==> src/rtl/input_preprocess_pkg.sv <==
// ---------------------------------------------------------------------------
// input_pkg
// Shared constants for the input preprocessing slice.
//   - Source indices: the index of a source is also its arbitration rank,
//     index 0 (reset_table) wins over every other source.
//   - Switch bit positions inside SW.
//   - Debounce cell state encoding and the fixed-priority grant helper.
// ---------------------------------------------------------------------------
package input_pkg;

    localparam int unsigned NUM_SRC = 6;

    // Priority order, highest first.
    localparam int unsigned SRC_RESET_TABLE   = 0;
    localparam int unsigned SRC_START_GAME    = 1;
    localparam int unsigned SRC_DONE_AND_NEXT = 2;
    localparam int unsigned SRC_DRAW_AND_NEXT = 3;
    localparam int unsigned SRC_MOVE_LEFT     = 4;
    localparam int unsigned SRC_MOVE_RIGHT    = 5;

    localparam int unsigned SW_WIDTH       = 16;
    localparam int unsigned SW_START       = 0;
    localparam int unsigned SW_RESET_TABLE = 1;
    localparam int unsigned SW_DONE        = 2;
    localparam int unsigned SW_DRAW        = 3;

    typedef enum logic {
        CELL_ARM,
        CELL_STABLE
    } cell_state_e;

    // Isolate the lowest set bit, which is the highest-priority request.
    function automatic logic [NUM_SRC-1:0] grant_highest(input logic [NUM_SRC-1:0] req);
        return req & (~req + NUM_SRC'(1));
    endfunction

endpackage

==> src/rtl/input_preprocess_if.sv <==
// ---------------------------------------------------------------------------
// input_preprocess_if
// Board-side bundle: raw buttons/switches in, game command pulses out.
//   master : the board / stimulus side (drives btnL, btnR, SW)
//   slave  : the preprocessor (consumes raw inputs, drives command pulses)
// ---------------------------------------------------------------------------
interface input_preprocess_if
    import input_pkg::*;
();
    logic                btnL;
    logic                btnR;
    logic [SW_WIDTH-1:0] SW;
    logic                move_left;
    logic                move_right;
    logic                start_game;
    logic                reset_table;
    logic                done_and_next;
    logic                draw_and_next;

    modport master (
        output btnL, btnR, SW,
        input  move_left, move_right, start_game, reset_table, done_and_next, draw_and_next
    );

    modport slave (
        input  btnL, btnR, SW,
        output move_left, move_right, start_game, reset_table, done_and_next, draw_and_next
    );
endinterface

==> src/rtl/input_preprocess_debounce_cell.sv <==
// ---------------------------------------------------------------------------
// debounce_cell
// 2-flop synchroniser + debounce counter + ARM/STABLE FSM for one raw input.
// Ports:
//   clk, rst  : clock, asynchronous active-high reset
//   clr_i     : synchronous clear (back to ARM, counter cleared)
//   raw_i     : raw asynchronous input
//   rise_o    : one-cycle pulse when the accepted level rises in STABLE
//   level_o   : accepted (debounced) level
// ARM adopts the first level held for CYCLES cycles as baseline without
// producing an event, so an input already high at reset never fires.
// ---------------------------------------------------------------------------
module debounce_cell
    import input_pkg::*;
#(
    parameter int unsigned CYCLES = 1_000_000
) (
    input  logic clk,
    input  logic rst,
    input  logic clr_i,
    input  logic raw_i,
    output logic rise_o,
    output logic level_o
);
    localparam int unsigned     CW   = (CYCLES > 1) ? $clog2(CYCLES) : 1;
    localparam logic [CW-1:0]   LAST = CW'(CYCLES - 1);

    logic          sync1_q, sync2_q;
    cell_state_e   state_q, state_d;
    logic [CW-1:0] cnt_q, cnt_d;
    logic          level_q, level_d;
    logic          rise_q, rise_d;

    always_ff @(posedge clk or posedge rst) begin
        if (rst) begin
            sync1_q <= 1'b0;
            sync2_q <= 1'b0;
            state_q <= CELL_ARM;
            cnt_q   <= '0;
            level_q <= 1'b0;
            rise_q  <= 1'b0;
        end else begin
            sync1_q <= raw_i;
            sync2_q <= sync1_q;
            state_q <= state_d;
            cnt_q   <= cnt_d;
            level_q <= level_d;
            rise_q  <= rise_d;
        end
    end

    always_comb begin
        state_d = state_q;
        cnt_d   = cnt_q;
        level_d = level_q;
        rise_d  = 1'b0;
        if (clr_i) begin
            state_d = CELL_ARM;
            cnt_d   = '0;
        end else begin
            unique case (state_q)
                CELL_ARM: begin
                    // Follow the input silently; go live once it has held still.
                    if (sync2_q != level_q) begin
                        level_d = sync2_q;
                        cnt_d   = '0;
                    end else if (cnt_q == LAST) begin
                        state_d = CELL_STABLE;
                        cnt_d   = '0;
                    end else begin
                        cnt_d = cnt_q + CW'(1);
                    end
                end
                CELL_STABLE: begin
                    if (sync2_q == level_q) begin
                        cnt_d = '0;
                    end else if (cnt_q == LAST) begin
                        level_d = sync2_q;
                        cnt_d   = '0;
                        rise_d  = sync2_q;
                    end else begin
                        cnt_d = cnt_q + CW'(1);
                    end
                end
                default: state_d = CELL_ARM;
            endcase
        end
    end

    assign rise_o  = rise_q;
    assign level_o = level_q;

endmodule

==> src/rtl/input_preprocess.sv <==
// ---------------------------------------------------------------------------
// input_preprocess
// Turns raw buttons/switches into single-cycle game command pulses, at most
// one pulse high per cycle.
// Ports:
//   clk            : system clock
//   rst            : asynchronous reset, active-high
//   interboard_rst : synchronous game reset from the partner board
//   bus (slave)    : btnL, btnR, SW in; move_left, move_right, start_game,
//                    reset_table, done_and_next, draw_and_next out
// Optional feature: define INPUT_PREPROCESS_AUTO_REPEAT_EN to auto-repeat
// held buttons (REPEAT_DELAY after the press, then every REPEAT_PERIOD).
// ---------------------------------------------------------------------------
module input_preprocess
    import input_pkg::*;
#(
    parameter int unsigned DEBOUNCE_CYCLES = 1_000_000
`ifdef INPUT_PREPROCESS_AUTO_REPEAT_EN
    ,
    parameter int unsigned REPEAT_DELAY    = 50_000_000,
    parameter int unsigned REPEAT_PERIOD   = 20_000_000
`endif
) (
    input  logic               clk,
    input  logic               rst,
    input  logic               interboard_rst,
    input_preprocess_if.slave  bus
);
    logic [NUM_SRC-1:0] raw, rise, level, rep_evt, evt, eff, grant;
    logic [NUM_SRC-1:0] pend_q, pend_d, out_q, out_d;

    assign raw[SRC_RESET_TABLE]   = bus.SW[SW_RESET_TABLE];
    assign raw[SRC_START_GAME]    = bus.SW[SW_START];
    assign raw[SRC_DONE_AND_NEXT] = bus.SW[SW_DONE];
    assign raw[SRC_DRAW_AND_NEXT] = bus.SW[SW_DRAW];
    assign raw[SRC_MOVE_LEFT]     = bus.btnL;
    assign raw[SRC_MOVE_RIGHT]    = bus.btnR;

    for (genvar g = 0; g < NUM_SRC; g++) begin : g_cell
        debounce_cell #(.CYCLES(DEBOUNCE_CYCLES)) u_cell (
            .clk     (clk),
            .rst     (rst),
            .clr_i   (interboard_rst),
            .raw_i   (raw[g]),
            .rise_o  (rise[g]),
            .level_o (level[g])
        );
    end

`ifdef INPUT_PREPROCESS_AUTO_REPEAT_EN
    localparam int unsigned RMAX = (REPEAT_DELAY > REPEAT_PERIOD) ? REPEAT_DELAY : REPEAT_PERIOD;
    localparam int unsigned RW   = (RMAX > 1) ? $clog2(RMAX) : 1;
    localparam logic [RW-1:0] DLY_LAST = RW'(REPEAT_DELAY - 1);
    localparam logic [RW-1:0] PER_LAST = RW'(REPEAT_PERIOD - 1);

    assign rep_evt[SRC_DRAW_AND_NEXT:SRC_RESET_TABLE] = '0;

    // Buttons occupy the two top source indices.
    for (genvar b = 0; b < 2; b++) begin : g_rep
        localparam int unsigned SRC = SRC_MOVE_LEFT + b;
        logic          act_q, act_d, per_q, per_d, fire;
        logic [RW-1:0] cnt_q, cnt_d;

        // Counting starts the cycle the press pulse is registered, so a
        // fire seen here becomes an output pulse exactly DELAY/PERIOD later.
        assign fire         = act_q && (cnt_q == (per_q ? PER_LAST : DLY_LAST));
        assign rep_evt[SRC] = fire;

        always_ff @(posedge clk or posedge rst) begin
            if (rst) begin
                act_q <= 1'b0;
                per_q <= 1'b0;
                cnt_q <= '0;
            end else begin
                act_q <= act_d;
                per_q <= per_d;
                cnt_q <= cnt_d;
            end
        end

        always_comb begin
            act_d = act_q;
            per_d = per_q;
            cnt_d = cnt_q;
            if (interboard_rst || !level[SRC]) begin
                act_d = 1'b0;
                per_d = 1'b0;
                cnt_d = '0;
            end else if (rise[SRC]) begin
                act_d = 1'b1;
                per_d = 1'b0;
                cnt_d = '0;
            end else if (fire) begin
                per_d = 1'b1;
                cnt_d = '0;
            end else if (act_q) begin
                cnt_d = cnt_q + RW'(1);
            end
        end
    end
`else
    assign rep_evt = '0;
`endif

    // Events only count while the accepted level is high.
    assign evt   = (rise | rep_evt) & level;
    assign eff   = pend_q | evt;
    assign grant = grant_highest(eff);

    always_comb begin
        pend_d = eff & ~grant;
        out_d  = grant;
        if (interboard_rst) begin
            pend_d = '0;
            out_d  = '0;
        end
    end

    always_ff @(posedge clk or posedge rst) begin
        if (rst) begin
            pend_q <= '0;
            out_q  <= '0;
        end else begin
            pend_q <= pend_d;
            out_q  <= out_d;
        end
    end

    assign bus.reset_table   = out_q[SRC_RESET_TABLE];
    assign bus.start_game    = out_q[SRC_START_GAME];
    assign bus.done_and_next = out_q[SRC_DONE_AND_NEXT];
    assign bus.draw_and_next = out_q[SRC_DRAW_AND_NEXT];
    assign bus.move_left     = out_q[SRC_MOVE_LEFT];
    assign bus.move_right    = out_q[SRC_MOVE_RIGHT];

endmodule

==> src/flat_wrapper.sv <==
// flat-port wrapper written by rule: the top's interface ports become plain ports
module input_preprocess_flat import input_pkg::*;
#(
    parameter int unsigned DEBOUNCE_CYCLES = 1_000_000

)
  (clk, rst, interboard_rst, bus_btnL, bus_btnR, bus_SW, bus_move_left, bus_move_right, bus_start_game, bus_reset_table, bus_done_and_next, bus_draw_and_next);
  input_preprocess_if bus_i ();
  input  logic clk;
  input  logic rst;
  input  logic interboard_rst;
  input wire logic [$bits(bus_i.btnL)-1:0] bus_btnL;
  input wire logic [$bits(bus_i.btnR)-1:0] bus_btnR;
  input wire logic [$bits(bus_i.SW)-1:0] bus_SW;
  output wire logic [$bits(bus_i.move_left)-1:0] bus_move_left;
  output wire logic [$bits(bus_i.move_right)-1:0] bus_move_right;
  output wire logic [$bits(bus_i.start_game)-1:0] bus_start_game;
  output wire logic [$bits(bus_i.reset_table)-1:0] bus_reset_table;
  output wire logic [$bits(bus_i.done_and_next)-1:0] bus_done_and_next;
  output wire logic [$bits(bus_i.draw_and_next)-1:0] bus_draw_and_next;
  assign bus_i.btnL = bus_btnL;
  assign bus_i.btnR = bus_btnR;
  assign bus_i.SW = bus_SW;
  assign bus_move_left = bus_i.move_left;
  assign bus_move_right = bus_i.move_right;
  assign bus_start_game = bus_i.start_game;
  assign bus_reset_table = bus_i.reset_table;
  assign bus_done_and_next = bus_i.done_and_next;
  assign bus_draw_and_next = bus_i.draw_and_next;
  input_preprocess #(.DEBOUNCE_CYCLES(DEBOUNCE_CYCLES)) u_core (.clk(clk), .rst(rst), .interboard_rst(interboard_rst), .bus(bus_i));
endmodule
==> config.mk <==
export PLATFORM = sky130hd
export DESIGN_NAME = input_preprocess_flat
export DESIGN_NICKNAME = d
export VERILOG_FILES = /design/src/rtl/input_preprocess_pkg.sv /design/src/rtl/input_preprocess_if.sv /design/src/rtl/input_preprocess_debounce_cell.sv /design/src/rtl/input_preprocess.sv /design/src/flat_wrapper.sv
export SDC_FILE = /design/constraint.sdc
export NUM_CORES = 1
export LEC_CHECK = 0
export ABC_CLOCK_PERIOD_IN_PS = 9000
export BUFFER_PORTS_ARGS = -buffer_cell sky130_fd_sc_hd__buf_4
export CAP_MARGIN = 20
export CORE_ASPECT_RATIO = 1.75
export CORE_UTILIZATION = 50
export DETAILED_ROUTE_END_ITERATION = 12
export PLACE_DENSITY = 0.64
export SLEW_MARGIN = 20
export SYNTH_ARGS = -nofsm -noshare
export SYNTH_HDL_FRONTEND = slang
export SYNTH_SLANG_ARGS = --single-unit
==> constraint.sdc <==
create_clock -name clk -period 9 [get_ports clk]
set_clock_uncertainty 0.1 [all_clocks]
set_input_delay 2.7 -clock clk [delete_from_list [all_inputs] [get_ports clk]]
set_output_delay 2.7 -clock clk [all_outputs]
set_load 0.005 [all_outputs]
# Yosys cells after proc, flatten, opt, wreduce, memory -nomap -nowiden
# Index checks and enable logic that the tools add are counted.
[classes] n_bitwise=13 reduce_logical=6 n_mux=104 add_sub_neg=7 n_eq_ne=36
[op_table] op="20-bit two-way mux" n=24
[op_table] op="20-bit case mux with 2 select lines" n=6
[op_table] op="20-bit by 1-bit adder with 20-bit output (second input constant)" n=6
[op_table] op="20-bit == test (second input constant)" n=6
[op_table] op="1-bit two-way mux" n=66
[op_table] op="2-bit inequality test (second input constant)" n=12
[op_table] op="4-bit AND reduction" n=6
[op_table] op="6-bit AND" n=3
[op_table] op="6-bit two-way mux" n=2
[op_table] op="2-bit by 1-bit inequality test with 1-bit output (second input constant)" n=6
[op_table] op="6-bit NOT" n=2
[op_table] op="1-bit case mux with 2 select lines" n=6
[op_table] op="1-bit NOT" n=7
[op_table] op="6-bit by 1-bit adder with 6-bit output (second input constant)" n=1
[op_table] op="1-bit == test" n=6
[op_table] op="1-bit inequality test" n=6
[op_table] op="6-bit OR" n=1
[totals] input_bits=21 reg_bits=162 output_inout_bits=6 wordCells=204

# Longest topological paths before layout
# Gate-level depths: netlist of the first run.
[depth] word_depth=8 depth_mapped=7 ltp_nobuf=5

# By module
# Synthesis of the first run repeated with hierarchy kept, for this count alone.
[hier_totals] cells_unflattened=838 hier_area_um2=8316.7
[by_module_without_submodules] mod="debounce_cell" seq_area_each_um2=625.6 area_per_inst_um2=1315.0 cells_each=134 instances=6
[by_module_without_submodules] mod="input_preprocess" seq_area_each_um2=275.3 area_per_inst_um2=426.7 cells_each=34 instances=1

# Least setup slack after synthesis of the first run
# OpenSTA, ideal clock, no wires.
[synth_path] path_kind="input port to flip-flop" startpoint="input interboard_rst" endpoint="register u_core.g_cell[2].u_cell.cnt_q[11]" setup_ps=119 slack_ps=5105 n_path_buf=3 required_ps=8781 arrival_ps=3676 cell_stages=7 path_cell_list="clkbuf_1 -> clkinv_1 -> nand2_1 -> a21o_1 -> buf_4 -> buf_4 -> nor2_1"
[synth_via] elab_chain_len=1
[synth_lines] element="from (decl)" line_no="flat_wrapper.sv:11" text="input logic interboard_rst;"
[synth_lines] element="20-bit two-way mux" line_no="input_preprocess_debounce_cell.sv:57" text="if (clr_i) begin"
[synth_lines] element="net u_core.g_cell[2].u_cell.cnt_d[11]" line_no="input_preprocess_debounce_cell.sv:30" text="logic [CW-1:0] cnt_q, cnt_d;"
[synth_lines] element="to (signal assigned)" line_no="input_preprocess_debounce_cell.sv:46" text="cnt_q <= cnt_d;"
[synth_lines] element="to (decl)" line_no="input_preprocess_debounce_cell.sv:30"
# The timed path passes the listed nets, and every way through them passes these cells.
# A chain may end at the register's enable or synchronous reset.

# Worst setup path after layout of the first run
[layout_path] startpoint="input interboard_rst" endpoint="register u_core.g_cell[2].u_cell.cnt_q[3]"
# Same word-level chain as after synthesis.

==> flow_summary.ini, run 1 <==
[timing]
slew_violations = 0
grt_setup_unrepaired = no
relSlewSlack = 0.398
setup_tns_ps = 0
timing.final.ws_setup_ps = 4850
fin_crit_sh = 0.461
tightest_slew_ps = 891
setup_violations = 0
fin_hold_ws_ps = 247
hold_viol_final = 0
fmax_mhz = 241
finalCriticalPeriod_ps = 4150

[floorplanning]
core-area_um2 = 14900
die_h_um = 166
start_util = 0.515
die_x_um = 95.7
die-area_um2 = 15900
io_pins = 27
fp-row-count = 59

[critical_path]
critPathKind = in2reg
start_kind = input pin
worstSetupEndpointType = flip-flop
cp_cell_sequence = buf_4 > clkinv_1 > nand2_1 > a21o_1 > nor2_1
slowest_delay_ps = 490
r2r_setup_slack_ps = 6500
cp_top_family = buffers and inverters
crit_buf_inv = 2
crit_required_ps = 9170
cp.arrival_ps = 4320
crit_slowest_cell = a21o_1
crit_fanout = 44

[placed_design]
place_area_um2 = 7920
finalWeightedCongestion = 0.795
io_buffers = 14
dpl.hpwl_mm = 10.0
dp.cells = 945
pre_cts_ws_ps = 4430

[clock_tree]
cts_tree = built
cts_buffers = 17
root_buffer = clkbuf_16
postCtsHoldBufs = 0
post_cts_resize_count = 0
post-cts-setup-buffer-count = 0
clock_path_buffers = 2
insertion_delay_ps = 420
cts.sinks = 161
cts.reportedPaths.clkPinSlew_ps = 60
h-tree-depth = 4

[synthesis]
synth_cell_types = 57
yosysSeqAreaShare = 0.525
synth_edf_count = 0
synth.net_count = 797
yosysWarnings = 0
synthTopCellsByArea = dfrtp_1 (52%), xnor2_1 (7.6%), nor2_1 (5.1%)
avgSynthCellArea_um2 = 9.97
syn_area_um2 = 7670
synthArstFlopShare = 1.00
synth_top_area_frac = 0.525
ys.flop_type = dfrtp_1
synth_area_leader_cell = dfrtp_1
synth_cells = 770
yosys_register_bits = 161

[pwr]
internal_power_mw = 1.16
power.total_mw = 1.50
switching_share = 0.224
cellLeakagePower_nw = 3.26
clockPowerShare = 0.462
p_comb_frac = 0.040
powerDensity_nw_per_um2 = 177
vdd_drop_max_mv = 0.132
p_switching_uw = 336
p_seq_frac = 0.498

[job]
maxCapViolCount = 0

[global_routing]
gr-total-overflow = 0
gr-usage-met3 = 0.0476
busiest_layer = met2
first_global_vias = 5792
met1_usage = 0.236
grt_pass1_wl_mm = 25.8
grtUsageMet2 = 0.363
grt_max_degree = 88
antenna_found_initial = 0
grt_use_total = 0.203

[drt]
wire_per_inst_um = 15.3
num_vias = 5704
dr.pass1.iters = 4
ant_nets = 0
drc = 0
vias_per_cell = 5.84
drt-initial-drc-count = 243
wl_mm = 14.9

[final_layout]
final_common_cell = dfrtp_1
syn2layout_area_growth_pct = 10.6
drive_gt1_frac = 0.0769
n_fill_cell = 1320
fin_util = 0.569
layout.area.seq_um2 = 4030
multiInputGateArea_um2 = 3430
layout.nets = 808
final_cell_mix = dfrtp_1 (161), nor2_1 (105), xnor2_1 (67)
n_antenna_cell = 0
stdcell_count = 976
final_area_um2 = 8490

[outcome]
status = completed

[worst_hold_path]
hold_path_class = reg2reg
==> power groups by stage <==
stage	Sequential [mW]	Clock [mW]	Combinational, mW
final	0.746	0.693	0.0598
after global routing	0.747	0.739	0.0698
after CTS	0.746	0.708	0.0616
after detailed placement	0.759	0	0.0610
after global placement	0.758	0	0.0580
after floorplan	0.756	0	0.0489
==> path summary, 6_finish.rpt <==
| kind | from | end | cells past startpoint |
|---|---|---|---|
| worst max-delay path | interboard_rst | u_core.g_cell[2].u_cell.cnt_q[3] | 5 |
| worst min-delay path | u_core.g_cell[0].u_cell.sync1_q | u_core.g_cell[0].u_cell.sync2_q | 0 |
| worst max register to register | u_core.g_cell[2].u_cell.cnt_q[15] | u_core.g_cell[2].u_cell.cnt_q[3] | 4 |
| worst min register to register | u_core.g_cell[0].u_cell.sync1_q | u_core.g_cell[0].u_cell.sync2_q | 0 |
| max in group asynchronous | rst | u_core.g_cell[2].u_cell.cnt_q[1] | 3 |
| min in group asynchronous | rst | u_core.out_q[2] | 2 |
==> kinds of logic after synthesis <==
kind of cell | share of synthesized area
AO/OA/AOI/OAI | 0.0853
XOR/XNOR | 0.102
adder cells (fa/ha/maj) | 0.00978
buffers and inverters | 0.0292
flip-flops | 0.525
AND/OR/NAND/NOR | 0.249
==> state kept, by name (all words and copies together), names as in the netlist <==
name / flops
u_core.out_q: 6
u_core.g_cell.u_cell.sync2_q: 6
u_core.g_cell.u_cell.level_o: 6
u_core.g_cell.u_cell.rise_o: 6
u_core.g_cell.u_cell.sync1_q: 6
u_core.g_cell.u_cell.cnt_q: 120
u_core.pend_q: 5
u_core.g_cell.u_cell.state_q: 6
==> layout make-up <==
| cell class | instances | share of cell area |
|---|---|---|
| clock buffers | 21 | 0.0531 |
| clock inverters | 10 | 0.0133 |
| inverters | 31 | 0.0143 |
| multi-input cells | 555 | 0.404 |
| flip-flops and latches | 161 | 0.475 |
| well taps | 183 | 0.0270 |
| repair buffers | 15 | 0.0137 |
==> worst register-to-register path: stages, from the launching register on <==
cell and delay (ps):
dfrtp_1 400, or4b_2 690, nor4_2 470, a21o_1 580
nor2_1 120
==> metal layers <==
metal  vias to the layer above  share of wire  routed length (um)
li1                       2772              -                   -
met1                      2856           0.43                6390
met2                        64           0.54                8040
met3                        12          0.022                 335
met4                         0         0.0091                 136
met5                         -              0                   0
==> cells in the mapped netlist, drive strengths merged, types with 2 or more instances <==
cell type,n
a211o,3
xor2,17
a211oi,3
or3,22
nor3b,4
clkbuf,13
or2,4
and2,2
nand3,39
or4,28
ha,6
nor2,105
o21a,2
a21oi,39
a22oi,6
and3,8
nand4,22
or4b,4
dfrtp,161
o31ai,20
o21ai,13
nand2,52
nor4b,5
a21o,2
a31oi,6
and4,3
nor4,30
buf,10
inv,30
nand3b,3
xnor2,67
o211ai,2
o311ai,4
nor3,24
Power figures use the tool's default switching activity.
==> run 2, diff against run 1 <==
--- a/config.mk
+++ b/config.mk
@@ -5,13 +5,13 @@
 export SDC_FILE = /design/constraint.sdc
 export NUM_CORES = 1
 export LEC_CHECK = 0
-export ABC_CLOCK_PERIOD_IN_PS = 9000
+export ABC_CLOCK_PERIOD_IN_PS = 3600
 export BUFFER_PORTS_ARGS = -buffer_cell sky130_fd_sc_hd__buf_4
 export CAP_MARGIN = 20
 export CORE_ASPECT_RATIO = 1.75
 export CORE_UTILIZATION = 50
 export DETAILED_ROUTE_END_ITERATION = 12
-export PLACE_DENSITY = 0.64
+export PLACE_DENSITY = 0.66
 export SLEW_MARGIN = 20
 export SYNTH_ARGS = -nofsm -noshare
 export SYNTH_HDL_FRONTEND = slang
==> constraint.sdc (replaced) <==
create_clock -name clk -period 3.6 [get_ports clk]
set_clock_uncertainty 0.1 [all_clocks]
set_input_delay 1.08 -clock clk [delete_from_list [all_inputs] [get_ports clk]]
set_output_delay 1.08 -clock clk [all_outputs]
set_load 0.005 [all_outputs]
==> run 2 against run 1 <==
Hold slack gained 6.7 ps. Flip-flop and latch count is the same. Die area is the same. Setup slack lost 3800 ps. Total power grew 150%. Count of clock-buffer cells in the layout shrank 2. Sequential share of layout area shrank 0.10 points. Register-to-register slack lost 5400 ps. Combinational power grew to 2.6 times the previous value. Via count shrank 0.11%. Global-route usage grew 0.18 points. Critical path type is now reg2reg.
==> flow_summary.ini, run 2 (synthesis gave the netlist of run 1 again) <==
[pwr]
switching_share = 0.242
powerDensity_nw_per_um2 = 433
p_switching_uw = 890
power.total_mw = 3.68
p_comb_frac = 0.042
p_seq_frac = 0.507
clockPowerShare = 0.451
cellLeakagePower_nw = 3.27
vdd_drop_max_mv = 0.304
internal_power_mw = 2.79

[final_layout]
layout.nets = 811
drive_gt1_frac = 0.0841
syn2layout_area_growth_pct = 10.9
largest_register = u_core.g_cell.u_cell.cnt_q
final_common_cell = dfrtp_1
fin_util = 0.571
n_antenna_cell = 0
final_cell_mix = dfrtp_1 (161), nor2_1 (105), xnor2_1 (67)
largest_reg_flops = 120

[worst_hold_path]
hold_path_depth = 0
min_from = u_core.g_cell[1].u_cell.sync1_q
hold_path_class = reg2reg
min_to = u_core.g_cell[1].u_cell.sync2_q

[job]
maxCapViolCount = 0

[clock_tree]
insertion_delay_ps = 420
cts.reportedPaths.clkPinSlew_ps = 60
cts.sinks = 161
post_cts_resize_count = 0
cts_buffers = 17
post-cts-setup-buffer-count = 0
clock_path_buffers = 2
cts_tree = built
postCtsHoldBufs = 0
root_buffer = clkbuf_16
h-tree-depth = 4

[timing]
slew_violations = 0
fmax_mhz = 397
finalCriticalPeriod_ps = 2520
setup_tns_ps = 0
tightest_slew_ps = 841
fin_crit_sh = 0.700
grt_setup_unrepaired = no
setup_violations = 0
hold_viol_final = 0
relSlewSlack = 0.438

[drt]
ant_nets = 0
wl_mm = 15.0
dr.pass1.iters = 4
drt-initial-drc-count = 210
num_vias = 5698
drc = 0
wire_per_inst_um = 15.3
vias_per_cell = 5.81

[global_routing]
grt_pass1_wl_mm = 26.0
gr-total-overflow = 0
antenna_found_initial = 0
first_global_vias = 5924
grt_use_total = 0.205
grt_max_degree = 83

[floorplanning]
die_h_um = 166
die-area_um2 = 15900
start_util = 0.515
core-area_um2 = 14900
io_pins = 27
fp-row-count = 59
die_x_um = 95.7

[critical_path]
reg2reg_from = u_core.g_cell[2].u_cell.cnt_q[15]
crit_fanout = 19
start_kind = flip-flop
cp.arrival_ps = 2690
critPathKind = reg2reg
r2r_end = u_core.g_cell[2].u_cell.cnt_q[9]
worstSetupEndpointType = flip-flop
r2r_setup_slack_ps = 1080
crit_required_ps = 3770
r2r_cells = 4

[placed_design]
io_buffers = 14
dpl.hpwl_mm = 10.4
finalWeightedCongestion = 0.811

[outcome]
status = completed
## run 2: cell count changes in the layout (fill, tap and decap cells not counted), moves of 2 or more
cell	change
bufinv_16	-2
clkbuf_1	-2
buf_12	+2
buf_4	+2
inv_6	+2
clkinv_4	+4
## run 2: power by group through the flow
stage / Combinational (mW) / Sequential, mW / Clock (mW)
final: 0.155 / 1.87 / 1.66
after global placement: 0.153 / 1.90 / 0
after CTS: 0.160 / 1.87 / 1.71
after floorplan: 0.123 / 1.89 / 0
after global routing: 0.179 / 1.87 / 1.78
after detailed placement: 0.159 / 1.90 / 0
## run 2: through the flow
stage	worst slack, ps	cells	hold slack [ps]	cell area (um2)
floorplan	377	770	231	7680
global placement	898	948	232	7960
detailed placement	855	948	239	7960
CTS	1090	980	254	8510
global route	828	980	259	8510
finish	1080	980	254	8510
## run 2: routing by layer
layer	vias up	global-route usage	share of wire
li1	2784	-	-
met1	2831	0.227	0.41
met2	66	0.381	0.55
met3	17	0.0357	0.020
met4	0	0.0694	0.014
met5	-	0	0
## run 2: final cells by class
| cell class | instances | area (um2) |
|---|---|---|
| fillers | 1351 | 6400 |
| well taps | 183 | 229 |
| multi-input cells | 555 | 3420 |
| flip-flops and latches | 161 | 4030 |
| inverters | 31 | 120 |
| clock buffers | 19 | 443 |
| clock inverters | 13 | 105 |
| repair buffers | 18 | 160 |
## run 2: worst max-delay path by stage
stage | startpoint | endpoint | slack [ps] | depth (start not counted)
detailed placement | interboard_rst | u_core.g_cell[2].u_cell.cnt_q[2] | 860 | 5
global route | u_core.g_cell[4].u_cell.cnt_q[0] | u_core.g_cell[4].u_cell.cnt_q[6] | 830 | 5
global placement | interboard_rst | u_core.g_cell[2].u_cell.cnt_q[3] | 900 | 5
finish | u_core.g_cell[2].u_cell.cnt_q[15] | u_core.g_cell[2].u_cell.cnt_q[9] | 1080 | 4
CTS | u_core.g_cell[2].u_cell.cnt_q[15] | u_core.g_cell[2].u_cell.cnt_q[9] | 1090 | 4
floorplan | rst | u_core.g_cell[0].u_cell.cnt_q[0] | 380 | 1
## run 2: critical path: stages, from the launching register on
cell     delay (ps)
dfrtp_1         410
or4b_2          690
nor4_2          460
a21o_1          600
nor2_1          120
